<file path="config.mk">
export PLATFORM = sky130hd
export DESIGN_NAME = alu_div_iter
export DESIGN_NICKNAME = d
export VERILOG_FILES = /design/src/rtl/alu_div_iter_pkg.sv /design/src/rtl/alu_div_sign_fix.sv /design/src/rtl/alu_div_iter.sv
export SDC_FILE = /design/constraint.sdc
export NUM_CORES = 1
export LEC_CHECK = 0
export BUFFER_PORTS_ARGS = -buffer_cell sky130_fd_sc_hd__buf_2
export CAP_MARGIN = 20
export CORE_MARGIN = 10
export CORE_UTILIZATION = 50
export DETAILED_ROUTE_END_ITERATION = 16
export PLACE_DENSITY = 0.71
export SYNTH_ARGS = -nofsm -noshare
export SYNTH_HDL_FRONTEND = slang
export SYNTH_HIERARCHICAL = 1
export SYNTH_SLANG_ARGS = --single-unit
</file>
<file path="constraint.sdc">
create_clock -name clk -period 5.2 [get_ports clk]
set_input_delay 0.52 -clock clk [delete_from_list [all_inputs] [get_ports clk]]
set_output_delay 0.52 -clock clk [all_outputs]
set_load 0.02 [all_outputs]
</file>
<file path="src/rtl/alu_div_iter_pkg.sv">
// alu_div_iter_pkg: shared XLEN configuration and divider FSM state encodings
`ifndef XLEN
`define XLEN 64
`endif
package alu_div_iter_pkg;
  localparam int XLEN = `XLEN;
  localparam int CNT_W = $clog2(XLEN);
  localparam logic [1:0] DIV_IDLE = 2'd0;
  localparam logic [1:0] DIV_CALC = 2'd1;
  localparam logic [1:0] DIV_FIX = 2'd2;
  localparam logic [1:0] DIV_DONE = 2'd3;
endpackage

</file>
<file path="src/rtl/alu_div_sign_fix.sv">
// alu_div_sign_fix: operand absolute values and result sign negation
module alu_div_sign_fix
  import alu_div_iter_pkg::*;
(
  input  logic            sgn,
  input  logic [XLEN-1:0] a,
  input  logic [XLEN-1:0] b,
  input  logic [XLEN-1:0] q_raw,
  input  logic [XLEN-1:0] r_raw,
  input  logic            q_neg,
  input  logic            r_neg,
  output logic [XLEN-1:0] a_abs,
  output logic [XLEN-1:0] b_abs,
  output logic [XLEN-1:0] q_fix,
  output logic [XLEN-1:0] r_fix
);
  always_comb begin
    a_abs = (sgn && a[XLEN-1]) ? -a : a;
    b_abs = (sgn && b[XLEN-1]) ? -b : b;
    q_fix = q_neg ? -q_raw : q_raw;
    r_fix = r_neg ? -r_raw : r_raw;
  end
endmodule

</file>
<file path="src/rtl/alu_div_iter.sv">
// alu_div_iter: iterative restoring divider, one quotient bit per cycle
// ALU_DIV_FAST_SPECIAL_EN: divide-by-zero and signed overflow skip the iteration
module alu_div_iter
  import alu_div_iter_pkg::*;
(
  input  logic               clk,
  input  logic               rst,
  input  logic               valid_i,
  output logic               ready_o,
  input  logic               div_signed_i,
  input  logic [`XLEN-1:0]   rs1_data_i,
  input  logic [`XLEN-1:0]   rs2_data_i,
  input  logic               flush_i,
  output logic               valid_o,
  input  logic               ready_i,
  output logic [`XLEN-1:0]   quotient_o,
  output logic [`XLEN-1:0]   remainder_o
);
  logic [1:0]       state;
  logic [CNT_W-1:0] cnt;
  logic [XLEN-1:0]  quo, rem, dvs;
  logic             q_neg, r_neg;
  logic [XLEN:0]    rem_sh, diff;
  logic [XLEN-1:0]  a_abs, b_abs, q_fix, r_fix;
  logic             ge;
`ifdef ALU_DIV_FAST_SPECIAL_EN
  logic dz, ovf;
  assign dz = rs2_data_i == '0;
  assign ovf = div_signed_i && rs1_data_i == {1'b1, {(XLEN-1){1'b0}}} && &rs2_data_i;
`endif
  alu_div_sign_fix u_fix (
    .sgn   (div_signed_i),
    .a     (rs1_data_i),
    .b     (rs2_data_i),
    .q_raw (quo),
    .r_raw (rem),
    .q_neg (q_neg),
    .r_neg (r_neg),
    .a_abs (a_abs),
    .b_abs (b_abs),
    .q_fix (q_fix),
    .r_fix (r_fix)
  );
  always_comb begin
    rem_sh = {rem, quo[XLEN-1]};
    diff = rem_sh - {1'b0, dvs};
    ge = !diff[XLEN];
  end
  assign ready_o = state == DIV_IDLE;
  assign valid_o = state == DIV_DONE;
  assign quotient_o = quo;
  assign remainder_o = rem;
  always_ff @(posedge clk or negedge rst) begin
    if (!rst) begin
      state <= DIV_IDLE;
      cnt <= '0;
      quo <= '0;
      rem <= '0;
      dvs <= '0;
      q_neg <= 1'b0;
      r_neg <= 1'b0;
    end else if (flush_i) begin
      state <= DIV_IDLE;
    end else begin
      case (state)
        DIV_IDLE: if (valid_i) begin
`ifdef ALU_DIV_FAST_SPECIAL_EN
          if (dz || ovf) begin
            state <= DIV_DONE;
            quo <= dz ? '1 : rs1_data_i;
            rem <= dz ? rs1_data_i : '0;
          end else
`endif
          begin
            state <= DIV_CALC;
            cnt <= '0;
            quo <= a_abs;
            rem <= '0;
            dvs <= b_abs;
            // a zero divisor keeps the all-ones quotient unsigned-looking
            q_neg <= div_signed_i && (rs1_data_i[XLEN-1] ^ rs2_data_i[XLEN-1]) && |rs2_data_i;
            r_neg <= div_signed_i && rs1_data_i[XLEN-1];
          end
        end
        DIV_CALC: begin
          quo <= {quo[XLEN-2:0], ge};
          rem <= ge ? diff[XLEN-1:0] : rem_sh[XLEN-1:0];
          cnt <= cnt + 1'b1;
          if (cnt == CNT_W'(XLEN-1)) state <= DIV_FIX;
        end
        DIV_FIX: begin
          quo <= q_fix;
          rem <= r_fix;
          state <= DIV_DONE;
        end
        default: if (ready_i) state <= DIV_IDLE;
      endcase
    end
  end
endmodule
</file>
# --- Word level (Yosys, flattened, before mapping) ---
# Index checks and enable logic that the tools add are counted.
word_totals:
  register_bits: 202
  inputBits: 134
op_classes:
  n_addsub: 6
  n_mux: 16
  bitwise_logic: 2
  reduce_logical: 15
  eq_ne: 9
op_table:
  columns: ["operator", "n"]
  rows:
  - ["$mux W64", 7]
  - ["$pmux W64 S3", 2]
  - ["$neg A64 Y64", 4]
  - ["$sub A65 B64 Y65", 1]
  - ["$reduce_or A64 Y1", 1]
  - ["$pmux W6 S2", 1]
  - ["$reduce_and A3 Y1", 3]
  - ["$mux W2", 4]
  - ["$reduce_and A4 Y1", 2]
  - ["$add A6 B1 Y6 const B", 1]
  - ["$eq A6 B6 Y1 const B", 1]
  - ["$mux W6", 1]
  - ["$ne A2 B2 Y1 const B", 3]
  - ["$pmux W2 S3", 1]
  - ["$reduce_bool A5 Y1", 1]
  - ["$eq A2 B2 Y1 const B", 2]
  - ["$logic_and A1 B1 Y1", 4]
  - ["$ne A3 B2 Y1 const B", 1]
  - ["$ne A3 B3 Y1 const B", 1]
  - ["$reduce_bool A3 Y1", 1]
  - ["$eq A2 B1 Y1 const B", 1]
  - ["$logic_not A2 Y1", 1]
  - ["$reduce_bool A2 Y1", 1]
  - ["$logic_not A1 Y1", 1]
  - ["other kinds (2)", 2]

# --- Longest topological paths before layout ---
# Gate-level depths: netlist of the first run.
logic_depth:
  word_depth: 4
  depth_mapped: 17
  depth_no_buf: 15

# --- Modules after synthesis ---
# Netlist of the first run, hierarchy kept.
modules_own_cells:
  columns: ["module", "cells_per_inst", "seq_area_each_um2", "instances", "area_each_um2"]
  rows:
  - ["alu_div_iter", 1623, 5054.8, 1, 13889.6]
  - ["alu_div_sign_fix", 885, 0.0, 1, 6020.8]

# --- Worst setup path before layout of the first run ---
# Ideal clock, no wire load.
synth_path:
  path_type: "register -> register"
  from: "register quo[63], in the netlist quotient_o[63]"
  to: "register rem[37], in the netlist remainder_o[37]"
  n_path_buf: 1
  t_required_ps: 5075
  setup_time_ps: 125
  arrival_ps: 3188
  period_less_slack_ps: 3313
  path_slack_ps: 1887
  path_stages_with_launch: 16
  path_cell_list: "dfrtp_1 inv_1 ha_1 inv_1 fa_1 a21oi_1 nand4b_1 a2111oi_2 o2111ai_2 and3b_1 o31ai_4 nor2_2 buf_6 mux2_4 a221oi_2 nor3_1"
synth_between:
  elab_chain_cells: 3
synth_lines:
  columns: ["item", "line", "rtl"]
  rows:
  - ["start: declaration", "alu_div_iter.sv:21", "logic [XLEN-1:0] quo, rem, dvs;"]
  - ["start signal: assignment", "alu_div_iter.sv:77", "quo <= a_abs;"]
  - ["start signal: assignment", "alu_div_iter.sv:86", "quo <= {quo[XLEN-2:0], ge};"]
  - ["start signal: assignment", "alu_div_iter.sv:92", "quo <= q_fix;"]
  - ["$sub A65 B64 Y65", "alu_div_iter.sv:46", "diff = rem_sh - {1'b0, dvs};"]
  - ["$mux W64", "alu_div_iter.sv:87", "rem <= ge ? diff[XLEN-1:0] : rem_sh[XLEN-1:0];"]
  - ["$pmux W64 S3", "alu_div_iter.sv:65", "case (state)"]
  - ["end signal: assignment", "alu_div_iter.sv:87", null]
  - ["end signal: assignment", "alu_div_iter.sv:93", "rem <= r_fix;"]
  - ["end: declaration", "alu_div_iter.sv:21", null]
# Every way passes these cells.
# A chain may end at the register's enable or synchronous reset.

# --- Worst setup path in the final report of the first run ---
layout_path:
  from: "register rem[19], in the netlist remainder_o[19]"
  to: "register rem[36], in the netlist remainder_o[36]"
layout_between:
  elab_chain_cells: 3
  word_cells_on_any_way: 5
  classes_between: "add/sub (2); mux (3)"
layout_lines:
  columns: ["item", "line"]
  rows:
  - ["$sub A65 B64 Y65 or $neg A64 Y64 (tied branches)", "alu_div_iter.sv:46, alu_div_sign_fix.sv:21"]
  - ["$mux W64 (on tied branches)", "alu_div_iter.sv:87, alu_div_sign_fix.sv:21"]
  - ["$pmux W64 S3 (*)", "alu_div_iter.sv:65"]
# Mark *: on every way between the ends. The rest lies on a longest branch, timed or not. The select of a mux whose other input is x is not followed.

==> impl.org, run 1 <==
** Outcome
- The run finished with clean final reports.

** Power
- The design draws around 11 mW.
- Power density over the cells :: 513 nW/µm²
- Leakage :: 9.64 nW
- IR analysis of the VDD net gives a maximum drop of ~340 µV.

** Synth
- Synthesized area per cell :: 7.94 µm²
- Number of enable-type register cells in the synthesized netlist :: 0
- The largest total area in the synthesized netlist belongs to sky130_fd_sc_hd__dfrtp_1.
- In the synthesized netlist, the number of instances is 2508.
- Counting flops with an async set or reset pin after synthesis yields a share of between 90% and 100%.
- Distinct cell type count of the synthesized netlist :: 89
- Largest cells by area after synthesis :: sky130_fd_sc_hd__dfrtp_1 (25%), sky130_fd_sc_hd__xnor2_1 (9.4%), sky130_fd_sc_hd__o21ai_0 (7.0%), sky130_fd_sc_hd__nand2_1 (5.4%), sky130_fd_sc_hd__ha_1 (4.6%)
- Register bit total from synthesis :: 202
- Yosys printed 6 warnings.
- The share of the Yosys chip area taken by registers is 25.4%.
- Summed over its instances, the top area cell type makes up between 20% and 30% of the synthesized netlist area.
- The number of nets handed over by synthesis was 2716.
- In this run the cell area of the synthesized design comes to 19900 µm².
- Primary flip-flop cell chosen by synthesis mapping :: sky130_fd_sc_hd__dfrtp_1

** Clocking
- Clock-pin slew was measured on the worst setup and hold paths at 0.06 ns.
- Longest Clk Path Bufs :: 3
- TritonCTS created 25 clock buffers.
- In this run the clock root is driven by a sky130_fd_sc_hd__clkbuf_16.
- Once the clock tree was built, the setup fixing pass inserted 0 buffers.
- CTS sink count :: 202
- Number of hold-repair buffers added at the cts stage :: 0
- Gates resized during post-CTS repair numbered 0.
- Number of levels the H-tree was split into :: 1
- Clock tree from TritonCTS :: built
- Clock latency on the worst-skew pair, taken at its later pin, is 0.56 ns.

** Floorplan
- After floorplanning, the core was divided into 73 placement rows.
- From left edge to right edge, the die measures ~220 µm.
- IO Pins :: between 200 and 300
- Die Outline Area :: between 40000 and 50000 µm²
- Vertical extent of the die :: 220 µm
- In this run the standard cell core region covers 39500 µm².
- Starting density of the core :: 50.3%

** Drt
- After detailed routing, the number of remaining DRC violations is 0.
- The first routing iteration left 1941 violations.
- Summing over every cut layer, the via total after detailed routing is ~20000.
- Drt wl/cell :: 22.2 µm
- Total wirelength of the detailed-routed design :: 71100 µm
- Via density per instance :: 6.36
- Residual antenna-violating net count after detailed routing :: 0
- Number of iterations in the first detailed-routing pass :: 6

** Global routing
- Across every metal layer, demand over resource in global routing totals 28.2%.
- The initial antenna violation count was 1.
- Total gr overflow :: 0
- Maximum number of pins on one net before global-route repair :: 105
- Via count of the first global-routing pass :: 19500
- The first global-routing pass estimated 110000 µm of wire.

** Timing
- Aggregate negative setup slack :: 0 ns
- Tcrit/Tclk final :: about three quarters
- Number of hold-slack violations in the final timing report :: 0
- The worst path meets setup with 1.30 ns of slack.
- The worst path needs 3.90 ns of the cycle, external delays included.
- For the pin with the worst max-slew slack, the measured transition is 1.15 ns.
- Unrepaired setup endpoints after global routing :: no
- In this run the tightest slew margin relative to its limit is 23.3%.
- Maximum achievable frequency :: 256 MHz
- Final number of max-transition violations :: 0
- Setup Viol. Count Final :: 0
- Clock Skew :: a little over 0.03 ns

** Placed design
- At the end of routability-driven placement, the weighted congestion stood at 1.00.
- Worst slack at placement :: between 1 and 1.5 ns
- Half-perimeter wire length after detailed placement :: 53500 µm
- DP Area :: 21500 µm²
- During placement, the flow inserted port buffers numbering 263.
- Counting tap cells, the placed design contains a total of 3163 instances.

** Worst setup path
- Of all nets on the critical path, the largest fanout is 56.
- Startpoint-to-endpoint class of the critical path :: flop to flop
- Startpoint kind of the worst setup timing path :: flop
- The critical path starts at remainder_o[19].
- Reg2Reg Launch Point :: remainder_o[19]
- WP data required :: approximately 5.6 ns
- Internal reg-to-reg setup slack :: approximately 1.3 ns
- STA puts the critical path data arrival time at 4.34 ns.
- FF-to-FF End :: remainder_o[36]
- STA classifies the critical path endpoint as a flop.
- Worst setup path endpoint :: remainder_o[36]
- Number of cells traversed by the worst register-to-register path :: 13

** Finish
- In the final design database the tool counted 2874 nets.
- In the layout the commonest cells are sky130_fd_sc_hd__nand2_1 (289), sky130_fd_sc_hd__o21ai_0 (279), sky130_fd_sc_hd__buf_2 (262).
- Area overhead of the layout relative to synthesis :: 12.5%
- Excluding fillers, the count of instances in the completed layout stands at between 3000 and 4000.
- Number of inserted filler cells in the final layout :: about 3800
- The post-route netlist has between 10% and 20% of its cells at a drive strength greater than 1.
- Once layout is done, the placed cells without fillers occupy 22400 µm².
- Most common library cell in the layout ignoring fill and taps :: sky130_fd_sc_hd__nand2_1

** Job
- Number of max-cap violations :: 0

** Hold path
- The min-delay analysis places its worst path in the category input pin to async pin.
## power by group
| group | leakage [nW] | internal [mW] | total, mW | switching, mW |
|---|---|---|---|---|
| Clock | 0.424 | 1.15 | 1.91 | 0.757 |
| Sequential | 2.57 | 2.14 | 2.95 | 0.808 |
| Combinational | 6.65 | 2.51 | 6.65 | 4.13 |
| Total | 9.64 | 5.80 | 11.5 | 5.70 |
## cell type report
class                           instances  area, µm²  share of cell area [%]
Clock inverter                         12        171                   0.765
Timing Repair Buffer                  285       1560                    6.94
Sequential cell                       202       5060                    22.6
Clock buffer                           33        706                    3.15
Antenna cell                            1       2.50                  0.0112
Inverter                               98        368                    1.64
Multi-Input combinational cell       2054      13900                    62.0
Tap cell                              525        657                    2.93
## cell usage after synthesis, types with 11 or more instances
| library cell | count |
|---|---|
| sky130_fd_sc_hd__a21o_1 | 39 |
| sky130_fd_sc_hd__a21oi_1 | 134 |
| sky130_fd_sc_hd__nor3_1 | 45 |
| sky130_fd_sc_hd__ha_1 | 73 |
| sky130_fd_sc_hd__a22oi_1 | 94 |
| sky130_fd_sc_hd__nand2b_1 | 20 |
| sky130_fd_sc_hd__a31oi_1 | 33 |
| sky130_fd_sc_hd__or3_1 | 29 |
| sky130_fd_sc_hd__xnor2_1 | 213 |
| sky130_fd_sc_hd__nor2b_1 | 11 |
| sky130_fd_sc_hd__o21ai_0 | 279 |
| sky130_fd_sc_hd__dfrtp_1 | 202 |
| sky130_fd_sc_hd__nor2_1 | 135 |
| sky130_fd_sc_hd__and2_1 | 11 |
| sky130_fd_sc_hd__o31ai_1 | 56 |
| sky130_fd_sc_hd__mux2i_1 | 41 |
| sky130_fd_sc_hd__or4_1 | 44 |
| sky130_fd_sc_hd__nor4_1 | 55 |
| sky130_fd_sc_hd__o41ai_1 | 31 |
| sky130_fd_sc_hd__buf_2 | 15 |
| sky130_fd_sc_hd__or2_2 | 14 |
| sky130_fd_sc_hd__inv_1 | 97 |
| sky130_fd_sc_hd__clkbuf_1 | 115 |
| sky130_fd_sc_hd__nand4_1 | 39 |
| sky130_fd_sc_hd__buf_1 | 11 |
| sky130_fd_sc_hd__xor2_1 | 96 |
| sky130_fd_sc_hd__nand2_1 | 289 |
| sky130_fd_sc_hd__o21bai_1 | 11 |
| sky130_fd_sc_hd__nand3_1 | 27 |
| sky130_fd_sc_hd__mux2_2 | 68 |
| sky130_fd_sc_hd__a221oi_1 | 13 |
## stage by stage
step / hold slack (ns) / utilization (%)
finish: 0.0790 / 56.6
global route: 0.143 / 56.6
CTS: 0.129 / 56.6
detailed placement: 0.495 / 54.4
global placement: 0.489 / 54.3
floorplan: 0.224 / -
## state kept, by name, indices dropped and copies added, names as in the netlist
| register | count |
|---|---|
| dvs | 64 |
| quotient_o | 64 |
| remainder_o | 64 |
| cnt | 6 |
| state | 2 |
| q_neg | 1 |
| r_neg | 1 |
## layer usage
layer,vias to the layer above,global-route usage (%),share of wire [%]
li1,9511,-,-
met5,-,0,0
met4,0,8.57,2.9
met2,983,45.4,46
met1,9786,37.8,42
met3,143,5.10,9.4
## worst min-delay path by stage
stage,startpoint,to,slack (ns)
after global placement,dvs[49],dvs[49],0.49
after detailed placement,dvs[50],dvs[50],0.49
after global routing,rst,quotient_o[49],0.14
final,rst,quotient_o[47],0.08
after floorplan,rst,cnt[0],0.22
after CTS,rst,quotient_o[47],0.13
## worst max-delay path, stage by stage, from the launching register on
cell and delay [ns]:
sky130_fd_sc_hd__dfrtp_1 0.48, sky130_fd_sc_hd__ha_1 0.43, sky130_fd_sc_hd__a21oi_1 0.30, sky130_fd_sc_hd__a21boi_0 0.17, sky130_fd_sc_hd__a211o_1 0.28, sky130_fd_sc_hd__a31oi_1 0.38, sky130_fd_sc_hd__a21boi_2 0.15, sky130_fd_sc_hd__o311ai_1 0.59
sky130_fd_sc_hd__nor2_4 0.10, sky130_fd_sc_hd__buf_12 0.25, sky130_fd_sc_hd__nand2_1 0.25, sky130_fd_sc_hd__nor2_1 0.08, sky130_fd_sc_hd__a221oi_1 0.20, sky130_fd_sc_hd__o21ai_0 0.11
## logic make-up (layout without fill, tap and decap cells)
group / Yosys count / after routing / synth area share (%)
simple gates: 783 / 783 / 20.3
compound gates: 777 / 777 / 24.8
xor+xnor: 309 / 309 / 13.6
buf+inv: 252 / 428 / 5.15
flops: 202 / 202 / 25.4
mux: 111 / 111 / 6.06
fa+ha+maj: 74 / 74 / 4.69
other cells: 0 / 1 / 0
Power figures use the tool's default switching activity.
==> inputs of run 2 (changes only) <==
- clock period: 5.2 -> 3.6 ns (I/O delays scaled with it)
==> impl.org, run 2 (synthesis results as in run 1) <==
** Drt
- The vias per cell is 6.34 (-0.40%).
- The number of optimization iterations in the first detailed-route pass was 6 (unchanged).
- The post-detailed-route DRC marker count is 0 (unchanged).
- Vias after detailed routing :: 21600 (+5.7%)
- The remaining antenna violation count after routing came to 0 (unchanged).
- The number of violations reported at the end of detailed-routing iteration 0 came to 2234 (+15%).
- Drt wl/cell :: 22.6 µm (+1.8%)
- Total wirelength of the detailed-routed design :: 76900 µm (+8.0%)

** Timing
- The share of the clock period used by the worst path is 99.0% (+24 points).
- The transition time at the pin with the least slew margin was 1.04 ns (-0.109 ns).
- Fin Hold WS :: 0.170 ns (+0.0908 ns)
- Unrepaired setup endpoints after global routing :: yes
- The smallest setup slack after layout came to 0.0347 ns (-1.26 ns).
- Worst slew slack as a fraction of its limit :: 30.6% (+7.3 points)
- The worst clock skew came to 0.0203 ns (-0.00990 ns).
- Setup Viol. Count Final :: 0 (unchanged)
- The final number of hold-violating endpoints came to 0 (unchanged).
- Post-layout minimum cycle time :: 3.57 ns (-0.338 ns)
- The count of pins over their slew limit came to 0 (unchanged).
- The maximum clock frequency came to 280 MHz (+9.5%).

** Worst setup path
- Element type at the critical path end :: flop
- Grouping stages by cell kind, the critical path spends the most delay in compound AO/OA/AOI/OAI gates.
- The buffering stage count on the worst path with inverters included came to 3 (+2).
- The critical path data arrival time was 3.99 ns (-0.35 ns).
- Cells along the critical path :: ha_4, inv_2, fa_2, a21oi_2, nand4b_1, a2111oi_4, o2111ai_4, and3b_2, o31ai_4, nor2_4, buf_12, buf_4, mux2_4, a221oi_2, nor3_1
- Maximum cell stage delay along the critical path :: 0.49 ns (-0.10 ns)
- The maximum net fanout on the critical path is 5 (-91%).
- Startpoint kind of the worst setup timing path :: flop
- For this design, the slowest cell found on the critical path is sky130_fd_sc_hd__a2111oi_4.
- The setup path with the least slack is of type flop to flop.
- The worst path required time is 4.03 ns (-1.61 ns).

** Clocking
- Number of levels the H-tree was split into :: 1 (unchanged)
- Clock input transition at the sequential cells of the worst setup and hold paths :: 0.07 ns (about the same)
- Clock tree from TritonCTS :: built
- Longest Clk Path Bufs :: 3 (unchanged)
- The insertion delay of the later-clocked pin in the worst-skew pair was 0.56 ns (about the same).
- CTS sink count :: 202 (unchanged)
- Number of clock buffers inserted by TritonCTS :: 25 (unchanged)
- Root buf cell :: sky130_fd_sc_hd__clkbuf_16

** Floorplan
- Standard-cell row count :: 73 (unchanged)
- Vertical extent of the die :: 220 µm (unchanged)
- The area of the die is 48200 µm² (unchanged).
- IO Pins :: 264 (unchanged)
- Starting density of the core :: 50.3% (unchanged)
- Die X-Extent :: 220 µm (unchanged)
- Core Footprint :: 39500 µm² (unchanged)

** Power
- Gate power share :: 61.3% (+3.5 points)
- The fraction of power consumed by sequential logic is 23.3% (-2.3 points).
- The internal power summed over all cells was 9.09 mW (+57%).
- Power density over the cells :: 741 nW/µm² (+44%)
- The worst supply voltage drop on vdd came to 442 µV (+28%).
- Leakage :: 10.7 nW (+11%)
- The clock power share was 15.4% (-1.2 points).
- Net load switching power :: 8.76 mW (+54%)
- Switching part of the total power :: 49.1% (-0.48 points)

** Finish
- The library cell used most frequently in the layout, excluding fill and tap cells, is sky130_fd_sc_hd__nand2_1.
- The fill cell instance count of the final layout is 3609 (-3.9%).
- Relative to the synthesized area, the layout overhead comes to 21.0%.
- The number of standard cells in the final layout excluding fillers was 3405 (+6.1%).
- Layout cell share with drive strength beyond 1 :: 23.3% (+6.2 points)
- Nets :: 3069 (+6.8%)
- Commonest cells after routing, fill and taps aside :: sky130_fd_sc_hd__nand2_1 (288), sky130_fd_sc_hd__o21ai_0 (277), sky130_fd_sc_hd__buf_2 (262)

** Placed design
- Placer congestion estimate :: 0.964 (-3.9%)
- The count of placed standard cells including taps came to 3336 (+5.5%).
- Count of buffers from port buffering :: 263 (unchanged)
- Half-perimeter wire length after detailed placement :: 57700 µm (+7.9%)
- The worst setup slack after placement was -0.274 ns (-1.32 ns).

** Global routing
- Total gr overflow :: 0 (unchanged)
- The initial antenna violation count is 1 (unchanged).
- The first-pass GRT wire length was 117000 µm (+6.2%).
- The combined global-route utilization of all metal layers came to 30.3% (+2.1 points).
- Via count of the first global-routing pass :: 20500 (+5.3%)
- The maximum number of pins on one net before global-route repair is 133 (+27%).

** Job
- Number of max-cap violations :: 0 (unchanged)

** Outcome
- Status :: complete, no violations

** Hold path
- The path class of the tightest hold or removal check is input pin to flop.
[run 2: cell types whose count changed in the layout (fill, tap and decap cells not counted), sizes merged]
cell | before | now
buf | 284 | 474
clkinv | 6 | 9
dlygate4sd3 | 0 | 2
bufinv | 4 | 5
clkbuf | 34 | 33
[run 2: stage by stage]
stage                     utilization (%)  area, µm²  setup TNS, ns  power (mW)
after global routing                 60.9      24100         -0.957        19.0
final                                60.9      24100              0        17.9
after detailed placement             57.7      22800          -4.13        14.6
after CTS                            60.0      23700              0        17.5
after global placement               57.7      22800          -1.96        14.4
after floorplan                         -      19900              0        10.9
[run 2: repair_timing]
item | 4_1_cts | 5_1_grt
endpoints found under the hold margin | 87 | 0
hold buffers | 2 | 0
resized for setup | 5 | 30
endpoints found under the setup margin | 37 | 47
setup buffers | 0 | 19
pin swaps | 2 | 15
gates cloned | 0 | 3
[run 2: final cells by class]
type	instances	area, µm²	area share (%)
sequential	202	5060	21.0
clock inverter	16	224	0.929
multi-input combinational	2054	14000	58.2
tap	525	657	2.73
antenna	1	2.50	0.0104
timing repair buffer	480	3120	12.9
clock buffer	29	651	2.70
inverter	98	368	1.53
[run 2: path summary, 6_finish.rpt]
| check | startpoint | endpoint | slack (ns) | depth (start not counted) |
|---|---|---|---|---|
| min in group asynchronous | rst | quotient_o[44] | 0.43 | 2 |
| hold reg to reg | dvs[48] | dvs[48] | 0.50 | 1 |
| setup reg to reg | dvs[0] | remainder_o[37] | 0.03 | 15 |
| max in group asynchronous | rst | remainder_o[39] | 2.06 | 3 |
| hold / removal | rs1_data_i[63] | r_neg | 0.17 | 3 |
| setup / recovery | dvs[0] | remainder_o[37] | 0.03 | 15 |
[run 2: power groups by stage]
stage / logic, mW / registers [mW] / clock network (mW)
final: 10.9 / 4.16 / 2.75
after global routing: 11.9 / 4.30 / 2.89
after CTS: 10.5 / 4.13 / 2.80
after detailed placement: 10.4 / 4.17 / 0
after global placement: 10.3 / 4.09 / 0
after floorplan: 6.53 / 4.37 / 0
[run 2: metal layers]
metal	vias to the layer above	GRT usage [%]	wire, µm
met5	-	0	0
met4	0	11.1	2950
met3	209	6.80	8230
met2	1195	47.7	34100
met1	10300	39.8	31600
li1	9912	-	-
[run 2: tightest hold or removal path, delay by kind of cell]
family	cells	cell delay (ns)
buffers and inverters	1	0.18
AOI/OAI and AO/OA	1	0.07
and+or+nand+nor	1	0.08
